<file path="config.mk">
export PLATFORM = sky130hd
export DESIGN_NAME = tc_timer_flat
export DESIGN_NICKNAME = d
export VERILOG_FILES = /design/src/rtl/tc_timer_if.sv /design/src/rtl/tc_timer.sv /design/src/flat_wrapper.sv
export SDC_FILE = /design/constraint.sdc
export NUM_CORES = 1
export LEC_CHECK = 0
export ABC_AREA = 0
export CAP_MARGIN = 10
export CORE_ASPECT_RATIO = 1.2
export CORE_UTILIZATION = 45
export CTS_CLUSTER_DIAMETER = 120
export DETAILED_ROUTE_END_ITERATION = 8
export GPL_TIMING_DRIVEN = 1
export PLACE_DENSITY = 0.77
export SYNTH_ARGS = -nofsm -noshare
export SYNTH_HDL_FRONTEND = slang
export SYNTH_SLANG_ARGS = --single-unit
</file>
<file path="constraint.sdc">
create_clock -name clk -period 2.3 [get_ports clk]
set_input_delay 0.345 -clock clk [delete_from_list [all_inputs] [get_ports clk]]
set_output_delay 0.345 -clock clk [all_outputs]
set_load 0.01 [all_outputs]
</file>
<file path="src/rtl/tc_timer_if.sv">
`default_nettype none
// ============================================================================
//  Module      : tc_timer_if
//  Description : CPU-bridge bus bundle for one timer/counter instance.
//                Carries word address, write strobe, write data, read data
//                and the interrupt request.
//  Revision    : 1.0  initial release
// ============================================================================
interface tc_timer_if;
   logic [29:0] Addr;   // word address Addr[31:2]
   logic        WE;     // window-qualified write enable
   logic [31:0] Din;    // write data
   logic [31:0] Dout;   // combinational read data
   logic        IRQ;    // interrupt request to CP0

   // Bridge side: drives the access, receives read data and interrupt.
   modport master (
      output Addr,
      output WE,
      output Din,
      input  Dout,
      input  IRQ
   );

   // Timer side: receives the access, returns read data and interrupt.
   modport slave (
      input  Addr,
      input  WE,
      input  Din,
      output Dout,
      output IRQ
   );
endinterface
`default_nettype wire

</file>
<file path="src/rtl/tc_timer.sv">
`default_nettype none
// ============================================================================
//  Module      : tc_timer
//  Description : Memory-mapped 32-bit programmable timer/counter with one-shot
//                and auto-reload periodic countdown modes and a maskable
//                interrupt. Registers: CTRL, PRESET, COUNT (read-only).
//  Revision    : 1.0  initial release
// ============================================================================
module tc_timer (
   input  logic         clk,
   input  logic         reset,
   tc_timer_if.slave    bus
);

   // Register-select codes decoded from Addr[3:2].
   localparam logic [1:0] SEL_CTRL   = 2'd0;
   localparam logic [1:0] SEL_PRESET = 2'd1;
   localparam logic [1:0] SEL_COUNT  = 2'd2;

   // Mode field value that selects auto-reload; all others act as one-shot.
   localparam logic [1:0] MODE_PERIODIC = 2'b01;

   typedef enum logic [1:0] {
      ST_IDLE = 2'd0,
      ST_LOAD = 2'd1,
      ST_CNT  = 2'd2,
      ST_INT  = 2'd3
   } state_t;

   state_t      state;
   logic [3:0]  ctrl;       // {IM, Mode[1:0], Enable}
   logic [31:0] preset;
   logic [31:0] count;
   logic        irq_flag;

   logic [1:0]  sel;
   logic        enable;
   logic [1:0]  mode;
   logic        irq_mask;
   logic        unused_addr;

   assign sel      = bus.Addr[1:0];
   assign enable   = ctrl[0];
   assign mode     = ctrl[2:1];
   assign irq_mask = ctrl[3];

   // Only Addr[3:2] is decoded; the bridge has already qualified the window.
   assign unused_addr = ^bus.Addr[29:2];

   // Countdown FSM plus register writes; a bus write is applied after the
   // FSM update so a CTRL write overrides the FSM's Enable clear and its
   // irq_flag set on the same edge.
   always_ff @(posedge clk) begin
      if (reset) begin
         state    <= ST_IDLE;
         ctrl     <= 4'd0;
         preset   <= 32'd0;
         count    <= 32'd0;
         irq_flag <= 1'b0;
      end else begin
         case (state)
            ST_IDLE: begin
               if (enable) begin
                  state <= ST_LOAD;
               end
            end
            ST_LOAD: begin
               count <= preset;
               state <= ST_CNT;
            end
            ST_CNT: begin
               if (!enable) begin
                  // Paused: COUNT is held for inspection and reload on resume.
                  state <= ST_IDLE;
               end else if (count > 32'd1) begin
                  count <= count - 32'd1;
               end else begin
                  // Terminal step also covers PRESET=0, so COUNT never wraps.
                  count    <= 32'd0;
                  irq_flag <= 1'b1;
                  state    <= ST_INT;
               end
            end
            ST_INT: begin
               if (mode == MODE_PERIODIC) begin
                  // Single-cycle pulse; Enable stays set so the next period
                  // starts from IDLE automatically.
                  irq_flag <= 1'b0;
               end else begin
                  // One-shot: stop the timer, keep the flag until software
                  // acknowledges it with a CTRL write.
                  ctrl[0] <= 1'b0;
               end
               state <= ST_IDLE;
            end
            default: begin
               state <= ST_IDLE;
            end
         endcase

         if (bus.WE) begin
            case (sel)
               SEL_CTRL: begin
                  ctrl     <= bus.Din[3:0];
                  irq_flag <= 1'b0;
               end
               SEL_PRESET: begin
                  preset <= bus.Din;
               end
               default: begin
                  // COUNT and the reserved slot ignore writes.
               end
            endcase
         end
      end
   end

   // Zero-latency read mux back to the bridge.
   always_comb begin
      bus.Dout = 32'd0;
      case (sel)
         SEL_CTRL:   bus.Dout = {28'd0, ctrl};
         SEL_PRESET: bus.Dout = preset;
         SEL_COUNT:  bus.Dout = count;
         default:    bus.Dout = 32'd0;
      endcase
   end

   assign bus.IRQ = irq_mask & irq_flag;

endmodule
`default_nettype wire

</file>
<file path="src/flat_wrapper.sv">
// flat-port wrapper written by rule: the top's interface ports become plain ports
module tc_timer_flat 
  (clk, reset, bus_Addr, bus_WE, bus_Din, bus_Dout, bus_IRQ);
  tc_timer_if bus_i ();
  input  logic clk;
  input  logic reset;
  input wire logic [$bits(bus_i.Addr)-1:0] bus_Addr;
  input wire logic [$bits(bus_i.WE)-1:0] bus_WE;
  input wire logic [$bits(bus_i.Din)-1:0] bus_Din;
  output wire logic [$bits(bus_i.Dout)-1:0] bus_Dout;
  output wire logic [$bits(bus_i.IRQ)-1:0] bus_IRQ;
  assign bus_i.Addr = bus_Addr;
  assign bus_i.WE = bus_WE;
  assign bus_i.Din = bus_Din;
  assign bus_Dout = bus_i.Dout;
  assign bus_IRQ = bus_i.IRQ;
  tc_timer u_core (.clk(clk), .reset(reset), .bus(bus_i));
endmodule
</file>
# After elaboration in Yosys (flattened, before gate mapping)
# Index checks and enable logic that the tools add are counted.
dict set report totals {
  ff_bits 71
  output_inout_bits 33
}
dict set report op_classes {
  eq_ne 9
  bitwise 1
  add_sub_neg 1
  reduce_logical 7
  muxes 18
  n_lt_le_gt_ge 1
}
# cell n
set op_table {}
lappend op_table {{$pmux W32 S3} 1}
lappend op_table {{$mux W32} 2}
lappend op_table {{$pmux W32 S2} 1}
lappend op_table {{$gt A32 B1 Y1 const B} 1}
lappend op_table {{$sub A32 B1 Y32 const B} 1}
lappend op_table {{$mux W1} 9}
lappend op_table {{$pmux W2 S4} 1}
lappend op_table {{$reduce_and A2 Y1} 4}
lappend op_table {{$eq A2 B1 Y1 const B} 3}
lappend op_table {{$eq A2 B2 Y1 const B} 3}
lappend op_table {{$mux W2} 3}
lappend op_table {{$logic_not A2 Y1} 2}
lappend op_table {{$ne A2 B1 Y1 const B} 2}
lappend op_table {{$ne A3 B3 Y1 const B} 1}
lappend op_table {{$pmux W1 S2} 1}
lappend op_table {{$reduce_bool A2 Y1} 1}
lappend op_table {{$and A1 B1 Y1} 1}

# Depth between registers and ports, before layout
# Gate-level depths: netlist of the first run.
dict set report depth {
  ltp_word 6
  depth_mapped 9
  depth_no_buf 7
}

# Least setup slack after synthesis of the first run
# No wires, ideal clock.
dict set report synth_path {
  path_type {reg-to-reg}
  from {register u_core.count[0]}
  to {register u_core.count[30]}
  setup_ps 132
  stages_incl_launch_ff 10
  period_less_slack_ps 2391
  t_required_ps 2168
  slack_ps -91
  arrival_time_ps 2258
  cell_sequence {dfxtp_1 inv_1 ha_1 or3b_2 clkbuf_1 or4_1 buf_2 or3_1 o211ai_2 a31oi_1}
}
dict set report synth_between {
  elab_chain_len 4
  word_cells_on_any_way 5
  classes_between {1 x add/sub; 1 x order compare; 3 x mux}
}
# item line_no
set synth_lines {}
lappend synth_lines {{start, declared} tc_timer.sv:33} ;# logic [31:0] count;
lappend synth_lines {{start signal, assigned} tc_timer.sv:68} ;# count <= preset;
lappend synth_lines {{start signal, assigned} tc_timer.sv:76} ;# count <= count - 32'd1;
lappend synth_lines {{$sub A32 B1 Y32 / $gt A32 B1 Y1 (equally long branches)} {tc_timer.sv:76, tc_timer.sv:75}}
lappend synth_lines {{$mux W32 *} tc_timer.sv:75} ;# end else if (count > 32'd1) begin
lappend synth_lines {{$mux W32 *} tc_timer.sv:72} ;# if (!enable) begin
lappend synth_lines {{$pmux W32 S2 *} tc_timer.sv:61} ;# case (state)
# Every way passes the cells marked *; elsewhere a longest branch is shown, timed or not. The select of a mux whose other input is x is not followed.
# A chain may end at the register's enable or synchronous reset.

# Worst setup path after layout of the first run
dict set report layout_path {
  from {register u_core.count[4]}
  to {register u_core.count[31]}
}
# Same word-level chain as after synthesis.

==> metrics.cfg, run 1 <==
[status]
status = complete, no violations

[setup_path]
rr_worst_depth = 6
cp_cell_sequence = or4_4 > buf_4 > or3_4 > nor4_4 > mux2i_1 > o32ai_2
slowest_delay_ns = 0.59
crit_fanout = 7
crit-reg2reg-launch = u_core.count[4]
crit_slowest_cell = or4_4
critPathCaptureType = flop
critPathRequiredTime_ns = 2.50
worstSetupStartpointType = flop
r2r-end = u_core.count[31]
cp-startpoint = u_core.count[4]
ff2ff_setup_slack_ns = 0.06
arrival_ns = 2.44
worstSetupPathType = flop to flop
cp-endpoint = u_core.count[31]

[routing]
drt_wl_total_mm = 13.6
firstDrtPassIters = 5
postRouteAntennaNets = 0
post-route-drc-count = 0
vias_per_cell = 6.13
num_vias = 4557
avgRoutedWirePerCell_um = 18.3
first_iter_violations = 530

[die]
fp.dieH_um = 106
placeableCoreArea_um2 = 8610
dieArea_um2 = 9320
start_util = 0.467
num_io_pins = 98
rows = 37
die_x_um = 88.3

[worst_hold_path]
hp-class = input port to flop
worstHoldStart = reset

[clock_network]
clock_latency_ns = 0.35
clock_path_buffers = 2
cts_hold_buffers = 0
cts_tree = done
cts_made_buffers = 9
cts.htree.levels = 3
clk_pin_slew_ns = 0.09
clock-sinks = 71
cts_setup_buffers = 0
root_buffer = clkbuf_8

[synth]
synth_xor_area_frac = 0
yosysWarningCount = 0
syn-instance-count = 525
muxShareOfSynthArea = 0.0224
synth_cell_types = 59
ys.flop_type = dfxtp_1
synth-compound-area-share = 0.289
synth_adder_area_share = 0.00622
avgSynthCellArea_um2 = 7.66
synth_edf_count = 0
synthSimpleGateAreaFrac = 0.268
async_flop_share = 0
synth_top_family_by_area = compound AO/OA/AOI/OAI gates
syn-num-nets = 592
ys_ff_latch = 71
syn_area_um2 = 4020
yosysSeqAreaShare = 0.353

[layout]
final_area_um2 = 5410
diodes = 0
instances_no_fill = 743
num-fill-cells = 803
area_delta_synth_final_pct = 34.6
fin_nets = 688
drive_gt1_frac = 0.161

[placement]
port-buffer-count = 69
place_congestion = 0.980
place_inst = 726
place_ws_ns = -0.0903
dp_hpwl_mm = 9.63
dpl_cell_area_um2 = 5190

[grt]
grt_pass1_wl_mm = 21.6
grt_use_met3 = 0.0611
track_usage = 0.303
antenna_found_initial = 0
grt_start_max_net_pins = 69
met2_usage = 0.454
grt_pass1_vias = 4269
grt_util_met1 = 0.415
busiest_layer = met2
grt-ovfl-total = 0

[sta]
finalHoldViolCount = 0
setup_viol = 0
final.setup.worst_slack_ns = 0.0634
grt_setup_unrepaired = false
worst_clock_skew_ns = 0.0148
relSlewSlack = 0.485
finalCritPeriodShare = 0.972
slew_viol_final = 0
period_needed_ns = 2.24
worst_slew_pin_slew_ns = 0.772
fmaxAchievable_mhz = 447

[power_and_ir_drop]
power_density_nw_per_um2 = 474
p_leak_nw = 2.04
vdd_drop_max_v = 0.000411

[run]
drv_cap = 0

[worst max-delay path: cells and delay by family (launching register included)]
| kind | cells | cell delay (ns) |
|---|---|---|
| simple gates | 3 | 1.26 |
| flops | 1 | 0.32 |
| compound gates | 1 | 0.10 |
| buf+inv | 1 | 0.16 |
| mux | 1 | 0.25 |
[flip-flops by register name (all words and copies together), names as in the netlist]
register / cells
u_core.ctrl: 4
u_core.preset: 32
u_core.count: 32
u_core.state: 2
u_core.irq_flag: 1
[routing by layer]
metal	up-vias	share of wire
met1	2146	0.43
met5	-	0
met3	32	0.087
met2	242	0.45
met4	0	0.030
li1	2137	-
[repair_timing]
item | in CTS | in global routing
resized for setup | 5 | 5
setup endpoints to repair | 38 | 4
gates cloned | 1 | 0
[worst min path at each step]
| stage | endpoint | slack (ns) | cells past startpoint |
|---|---|---|---|
| floorplan | u_core.preset[15] | 0.45 | 2 |
| global placement | u_core.count[22] | 0.46 | 2 |
| detailed placement | u_core.preset[20] | 0.46 | 2 |
| CTS | u_core.count[25] | 0.37 | 4 |
| global route | u_core.count[25] | 0.38 | 4 |
| finish | u_core.count[25] | 0.39 | 4 |
[cells in the mapped netlist, drive strengths merged (2+ instances only)]
cell type / count / area [µm²]
nand2: 106 / 398
dfxtp: 71 / 1420
a21oi: 48 / 240
clkbuf: 42 / 158
a22o: 28 / 245
nor2: 23 / 86.3
o21ai: 20 / 100
a31oi: 19 / 119
inv: 14 / 52.6
nand3: 14 / 70.1
nor3: 14 / 81.3
nor4: 14 / 115
mux2i: 9 / 90.1
a32oi: 8 / 70.1
nand4: 7 / 43.8
o32ai: 6 / 60.1
a22oi: 5 / 37.5
and3: 5 / 31.3
buf: 5 / 36.3
nor2b: 5 / 31.3
o211ai: 5 / 42.5
or3: 5 / 36.3
or4: 5 / 45.0
a221oi: 4 / 35.0
and2: 4 / 25.0
nor4b: 3 / 26.3
o21a: 3 / 22.5
o31a: 3 / 26.3
a211oi: 2 / 15.0
a21boi: 2 / 15.0
a41oi: 2 / 17.5
ha: 2 / 25.0
nand2b: 2 / 12.5
nand3b: 2 / 15.0
nor3b: 2 / 15.0
o221ai: 2 / 17.5
o31ai: 2 / 15.0
[layout by cell type (no fill, tap or decap), types with 4 or more instances in the layout]
master / instances
a21oi_1: 48
a221oi_1: 4
a22o_1: 28
a22oi_1: 5
a31oi_1: 19
a32oi_1: 8
and2_1: 4
and3_1: 5
buf_4: 59
clkbuf_8: 9
clkdlybuf4s50_1: 66
dfxtp_1: 69
inv_1: 12
mux2i_1: 9
nand2_1: 106
nand3_1: 14
nand4_1: 7
nor2_1: 22
nor3_1: 12
nor4_1: 11
o211ai_1: 4
o21ai_0: 18
o32ai_1: 5
or3_1: 4
or4_4: 4
[kinds of logic (layout without fill, tap and decap cells)]
group,after synthesis,after routing
AO/OA/AOI/OAI,166,166
buffers and inverters,61,162
AND/OR/NAND/NOR,216,216
multiplexers,9,9
flip-flops,71,71
adder cells (fa/ha/maj),2,2
[per-stage QoR]
step | util | hold WS (ns) | TNS [ns] | power [W]
4_1_cts | 0.628 | 0.373 | 0 | 0.00256
2_1_floorplan | - | 0.445 | 0 | 0.00146
5_1_grt | 0.629 | 0.383 | 0 | 0.00265
6_report | 0.629 | 0.387 | 0 | 0.00257
3_3_place_gp | 0.602 | 0.458 | -0.771 | 0.00164
3_5_place_dp | 0.602 | 0.465 | -1.71 | 0.00165
[where the power goes]
group | internal, W | switching [W]
clock network | 0.000398 | 0.000530
registers | 0.00125 | 0.0000290
logic | 0.000176 | 0.000181
total | 0.00183 | 0.000739
[cell type report]
type                            count  area (µm²)  share of cell area
Multi-Input combinational cell    393        2400               0.443
Sequential cell                    71        1420               0.263
Timing Repair Buffer              132        1220               0.225
Tap cell                          117         146              0.0270
Clock buffer                       10         128              0.0236
Inverter                           14        52.6             0.00971
Clock inverter                      6        45.0             0.00832
No activity file was read; power rests on OpenSTA's default activity.
==> run 2, diff against run 1 <==
--- a/config.mk
+++ b/config.mk
@@ -8,11 +8,11 @@
 export ABC_AREA = 0
 export CAP_MARGIN = 10
 export CORE_ASPECT_RATIO = 1.2
-export CORE_UTILIZATION = 45
-export CTS_CLUSTER_DIAMETER = 120
+export CORE_UTILIZATION = 40
+export CTS_CLUSTER_DIAMETER = 100
 export DETAILED_ROUTE_END_ITERATION = 8
 export GPL_TIMING_DRIVEN = 1
-export PLACE_DENSITY = 0.77
+export PLACE_DENSITY = 0.69
 export SYNTH_ARGS = -nofsm -noshare
 export SYNTH_HDL_FRONTEND = slang
 export SYNTH_SLANG_ARGS = --single-unit
==> run 2 against run 1 <==
Clock skew decreased by 0.011 ns. Via count decreased by 2.3%. Register-to-register slack about the same. Combinational power down 2%. Sequential power is essentially flat. First-iteration DRC count down 37%. Routed wire length about the same. Die area is 12% higher. Core utilization shrank 5.8 points. Largest cell class unchanged. Highest routed layer unchanged.
==> metrics.cfg, run 2 (same netlist as run 1, synthesis figures left out) <==
[status]
status = complete, no violations

[clock_network]
cts.htree.levels = 3  ; unchanged
cts_hold_buffers = 0  ; unchanged
clk_pin_slew_ns = 0.06  ; -0.03 ns
root_buffer = clkbuf_16
clock_path_buffers = 2  ; unchanged
cts_made_buffers = 9  ; unchanged
cts_tree = done
clock-sinks = 71  ; unchanged
clock_latency_ns = 0.33  ; -0.02 ns

[die]
start_util = 0.416  ; -0.0508
dieArea_um2 = 10500  ; +12%
die_x_um = 93.5  ; +5.9%
fp.dieH_um = 112  ; +5.9%
rows = 39  ; +5.4%
placeableCoreArea_um2 = 9660  ; +12%
num_io_pins = 98  ; unchanged

[grt]
grt-ovfl-total = 0  ; unchanged
grt_pass1_vias = 4271  ; +0.047%
grt_start_max_net_pins = 69  ; unchanged
antenna_found_initial = 0  ; unchanged
grt_pass1_wl_mm = 21.9  ; +1.0%
track_usage = 0.269  ; -0.0341

[layout]
final_common_cell = nand2_1
fin_nets = 675  ; -1.9%
final_cell_mix = 106 x nand2_1, 69 x dfxtp_1, 66 x clkdlybuf4s50_1
reg_top3 = u_core.count: 32 flops, u_core.preset: 32 flops, u_core.ctrl: 4 flops
drive_gt1_frac = 0.145  ; -0.0159
area_delta_synth_final_pct = 37.1
num-fill-cells = 886  ; +10%
diodes = 0  ; unchanged
fin_util = 0.571  ; -0.0580

[sta]
setup_viol = 0  ; unchanged
slew_viol_final = 0  ; unchanged
worst_slew_pin_slew_ns = 0.758  ; -0.0141 ns
worst_clock_skew_ns = 0.00390  ; -0.0109 ns
fmaxAchievable_mhz = 447  ; about the same
relSlewSlack = 0.495  ; +0.00996
finalHoldViolCount = 0  ; unchanged
grt_setup_unrepaired = true
whs_ns = 0.448  ; +0.0610 ns
finalCritPeriodShare = 0.973  ; about the same
period_needed_ns = 2.24  ; +0.000723 ns

[setup_path]
ff2ff_setup_slack_ns = 0.06  ; about the same
cp-endpoint = u_core.count[20]
cp-startpoint = u_core.count[1]
r2r-end = u_core.count[20]
arrival_ns = 2.42  ; -0.02 ns
critPathRequiredTime_ns = 2.48  ; -0.02 ns
critPathCaptureType = flop
worstSetupStartpointType = flop
rr_worst_depth = 8  ; +2
crit-reg2reg-launch = u_core.count[1]
crit_fanout = 5  ; -2
worstSetupPathType = flop to flop

[placement]
port-buffer-count = 69  ; unchanged
place_congestion = 0.905  ; -7.7%
dp_hpwl_mm = 9.46  ; -1.7%

[routing]
avgRoutedWirePerCell_um = 18.5  ; +1.0%
vias_per_cell = 6.05  ; -1.3%
first_iter_violations = 332  ; -37%
num_vias = 4450  ; -2.3%
drt_wl_total_mm = 13.6  ; about the same
firstDrtPassIters = 5  ; unchanged
postRouteAntennaNets = 0  ; unchanged
post-route-drc-count = 0  ; unchanged

[power_and_ir_drop]
power_density_nw_per_um2 = 563  ; +19%
vdd_drop_max_v = 0.000554  ; +35%
p_leak_nw = 2.05  ; +0.67%

[worst_hold_path]
hp-class = input port to flop

[run]
drv_cap = 0  ; unchanged

[run 2: cell types whose count changed in the layout (fill, tap and decap cells not counted), moves of 2 or more]
cell | previous run | this run
buf_4 | 59 | 44
clkbuf_16 | 0 | 9
clkbuf_8 | 9 | 0
buf_12 | 3 | 5
bufinv_16 | 0 | 2
inv_6 | 2 | 0
nor4_1 | 11 | 9
[run 2: metal layers]
metal | share of wire | routed length [µm] | track usage | vias to the layer above
li1 | - | - | - | 2114
met1 | 0.45 | 6050 | 0.366 | 2077
met2 | 0.45 | 6090 | 0.405 | 217
met3 | 0.071 | 964 | 0.0451 | 42
met4 | 0.035 | 477 | 0.141 | 0
met5 | 0 | 0 | 0 | -
[run 2: worst min-delay path by stage]
stage	end	from	slack, ns	cells past startpoint
final	u_core.count[25]	reset	0.45	4
after global placement	u_core.count[22]	u_core.preset[22]	0.45	2
after global routing	u_core.count[25]	reset	0.45	4
after detailed placement	u_core.preset[25]	u_core.preset[25]	0.47	2
after CTS	u_core.count[25]	reset	0.43	4
after floorplan	u_core.preset[15]	u_core.preset[15]	0.45	2
[run 2: final cells by class]
class | instances | area, µm² | share of cell area
Timing Repair Buffer | 119 | 1150 | 0.208
Clock buffer | 10 | 229 | 0.0415
Inverter | 14 | 52.6 | 0.00953
Sequential cell | 71 | 1420 | 0.258
Multi-Input combinational cell | 393 | 2420 | 0.439
Clock inverter | 5 | 83.8 | 0.0152
Tap cell | 123 | 154 | 0.0279
[run 2: timing repair]
item,in CTS,in global routing
cloned,1,0
setup endpoints to repair,28,16
resized for setup,4,8
setup buffers,0,0
[run 2: report_power, final]
group          switching [W]  internal (W)
clock               0.000525      0.000945
combinational       0.000179      0.000170
sequential         0.0000298       0.00125
[run 2: worst max-delay path, cell delays in order, from the launching register on]
cell,delay [ns]
dfxtp_2,0.34
inv_2,0.10
ha_4,0.16
or3b_4,0.39
or4_4,0.43
buf_4,0.18
o31a_1,0.23
o21ai_0,0.16
a31oi_1,0.10
[run 2: per-stage QoR]
stage               worst slack [ns]  setup TNS [ns]  instances  power, W  area, µm²
floorplan                     0.0132               0        525   0.00146       4050
global placement             -0.0538          -0.425        719   0.00164       5120
detailed placement           -0.0631          -0.593        719   0.00164       5120
CTS                           0.0151               0        735   0.00312       5480
global route                 -0.0354         -0.0485        735   0.00321       5510
finish                        0.0627               0        735   0.00310       5510
==> edit (flow settings as in run 2) <==
Put a register stage on the output `bus.IRQ`. The value now appears one clock later.
--- a/src/rtl/tc_timer.sv
+++ b/src/rtl/tc_timer.sv
@@ -127,5 +127,7 @@
    end
 
-   assign bus.IRQ = irq_mask & irq_flag;
+   always_ff @(posedge clk) begin
+      bus.IRQ <= irq_mask & irq_flag;
+   end
 
 endmodule
Behaviour: not the same (a bounded check fails within 10 cycles, from zero or initial values and one cycle with reset high).
==> edit against run 2 <==
- setup slack worse by 0.017 ns
- power fell by 6.3%
- via count rose by 1.6%
- sequential cell count is 1 higher
- count of clock-buffer cells in the layout decreased by 1
- non-clock buffer count grew 6
- area after synthesis increased by 0.50%
- wire length down 0.88%
- final area up 0.23%
- critical path type is now in -> out
==> edit: results (changes against run 2) <==
[metrics] outcome: finished, final reports clean
[metrics] worst supply voltage drop on vdd: 0.000414 V (-25%)
[metrics] wire length of the first global-routing pass: 21700 um (-0.70%)
[metrics] number of DRC markers after the initial detailed-route iteration: 419 (+26%)
[metrics] net count after synthesis: 593 (+0.17%)
[metrics] routing usage on met1: 35.1% (-1.5 points)
[metrics] fraction of final layout cells with drive strength greater than 1: 15.5% (+0.97 points)
[metrics] fillers: 867 (-2.1%)
[metrics] met2 routing resource usage after global routing: 41.1% (+0.53 points)
[metrics] maximum number of pins on one net before global-route repair: 41 (-41%)
[metrics] detail-routed via count per cell: 6.10 (+0.68%)
[metrics] Num Clock Sinks: 72 (+1.4%)
[metrics] post-route clock skew: 0.00561 ns (+0.00171 ns)
[metrics] share of cell area taken by muxes after synthesis: 2.23% (-0.011 points)
[metrics] proportion of cell area occupied by multi-input gates: 43.6% (-0.30 points)
[metrics] sequential cell area fraction in the yosys report: 35.7% (+0.32 points)
[metrics] family with the most delay on the worst path: buffers and inverters
[metrics] arrival time reported for the critical path endpoint: 1.91 ns (-0.51 ns)
[metrics] Critical-path top delay cell: clkdlybuf4s50_1
[metrics] footprint of the flip-flops and latches: 1440 um2 (+1.4%)
[metrics] Signal buf overhead: 21.7% (+0.93 points)
[metrics] biggest area contributors in the synthesized netlist: dfxtp_1 36%, nand2_1 9.8%, a22o_1 6.1%
[metrics] post-synthesis compound-gate area fraction: 28.7% (-0.14 points)
[metrics] Post-DP Area: 5160 um2 (+0.73%)
[metrics] Post-Synthesis Cell Area: 4040 um2 (+0.50%)
[metrics] met3 Track Usage GR: 3.52% (-0.99 points)
[metrics] Cell Int Power: 2.16 mW (-8.7%)
[metrics] Detailed Place HPWL: 9180 um (-3.0%)
edit: cell count changes after synthesis, sizes merged:
cell / run 2 / this run
dfxtp: 71 / 72
edit: routing by layer:
layer / wire length, um / vias up / part of all wire (%)
met5: 0 / - / 0
met2: 6270 / 204 / 47
li1: - / 2128 / -
met4: 442 / 0 / 3.3
met3: 823 / 39 / 6.1
met1: 5940 / 2152 / 44
edit: power by group through the flow:
stage          registers (mW)  logic [mW]  clock network (mW)
6_report                 1.30       0.359                1.25
3_5_place_dp             1.32       0.334                   0
5_1_grt                  1.30       0.385                1.32
3_3_place_gp             1.32       0.331                   0
2_1_floorplan            1.31       0.168                   0
4_1_cts                  1.30       0.346                1.27
edit: what timing repair did:
| item | in CTS | in global routing |
|---|---|---|
| pin swaps | 0 | 2 |
| buffers inserted | 0 | 2 |
| endpoints found under the hold margin | 0 | 0 |
| setup endpoints to repair | 32 | 13 |
| cloned | 1 | 0 |
| resized for setup | 5 | 8 |
edit: worst max-delay path by stage:
stage | cells past startpoint | startpoint | to | slack (ns)
2_1_floorplan | 7 | u_core.count[4]$_SDFFE_PP0P_ | u_core.count[30]$_SDFFE_PP0P_ | 0.01
4_1_cts | 6 | u_core.count[4]$_SDFFE_PP0P_ | u_core.count[20]$_SDFFE_PP0P_ | 0.02
5_1_grt | 5 | bus_Addr[1] | bus_Dout[7] | 0.01
3_5_place_dp | 5 | bus_Addr[0] | bus_Dout[23] | -0.09
3_3_place_gp | 5 | bus_Addr[1] | bus_Dout[23] | -0.08
6_report | 5 | bus_Addr[1] | bus_Dout[5] | 0.05
edit: per-stage QoR:
step	hold WS [ns]	instances
2_1_floorplan	0.436	526
3_3_place_gp	0.459	724
3_5_place_dp	0.467	724
4_1_cts	0.415	740
5_1_grt	0.466	742
6_report	0.433	742
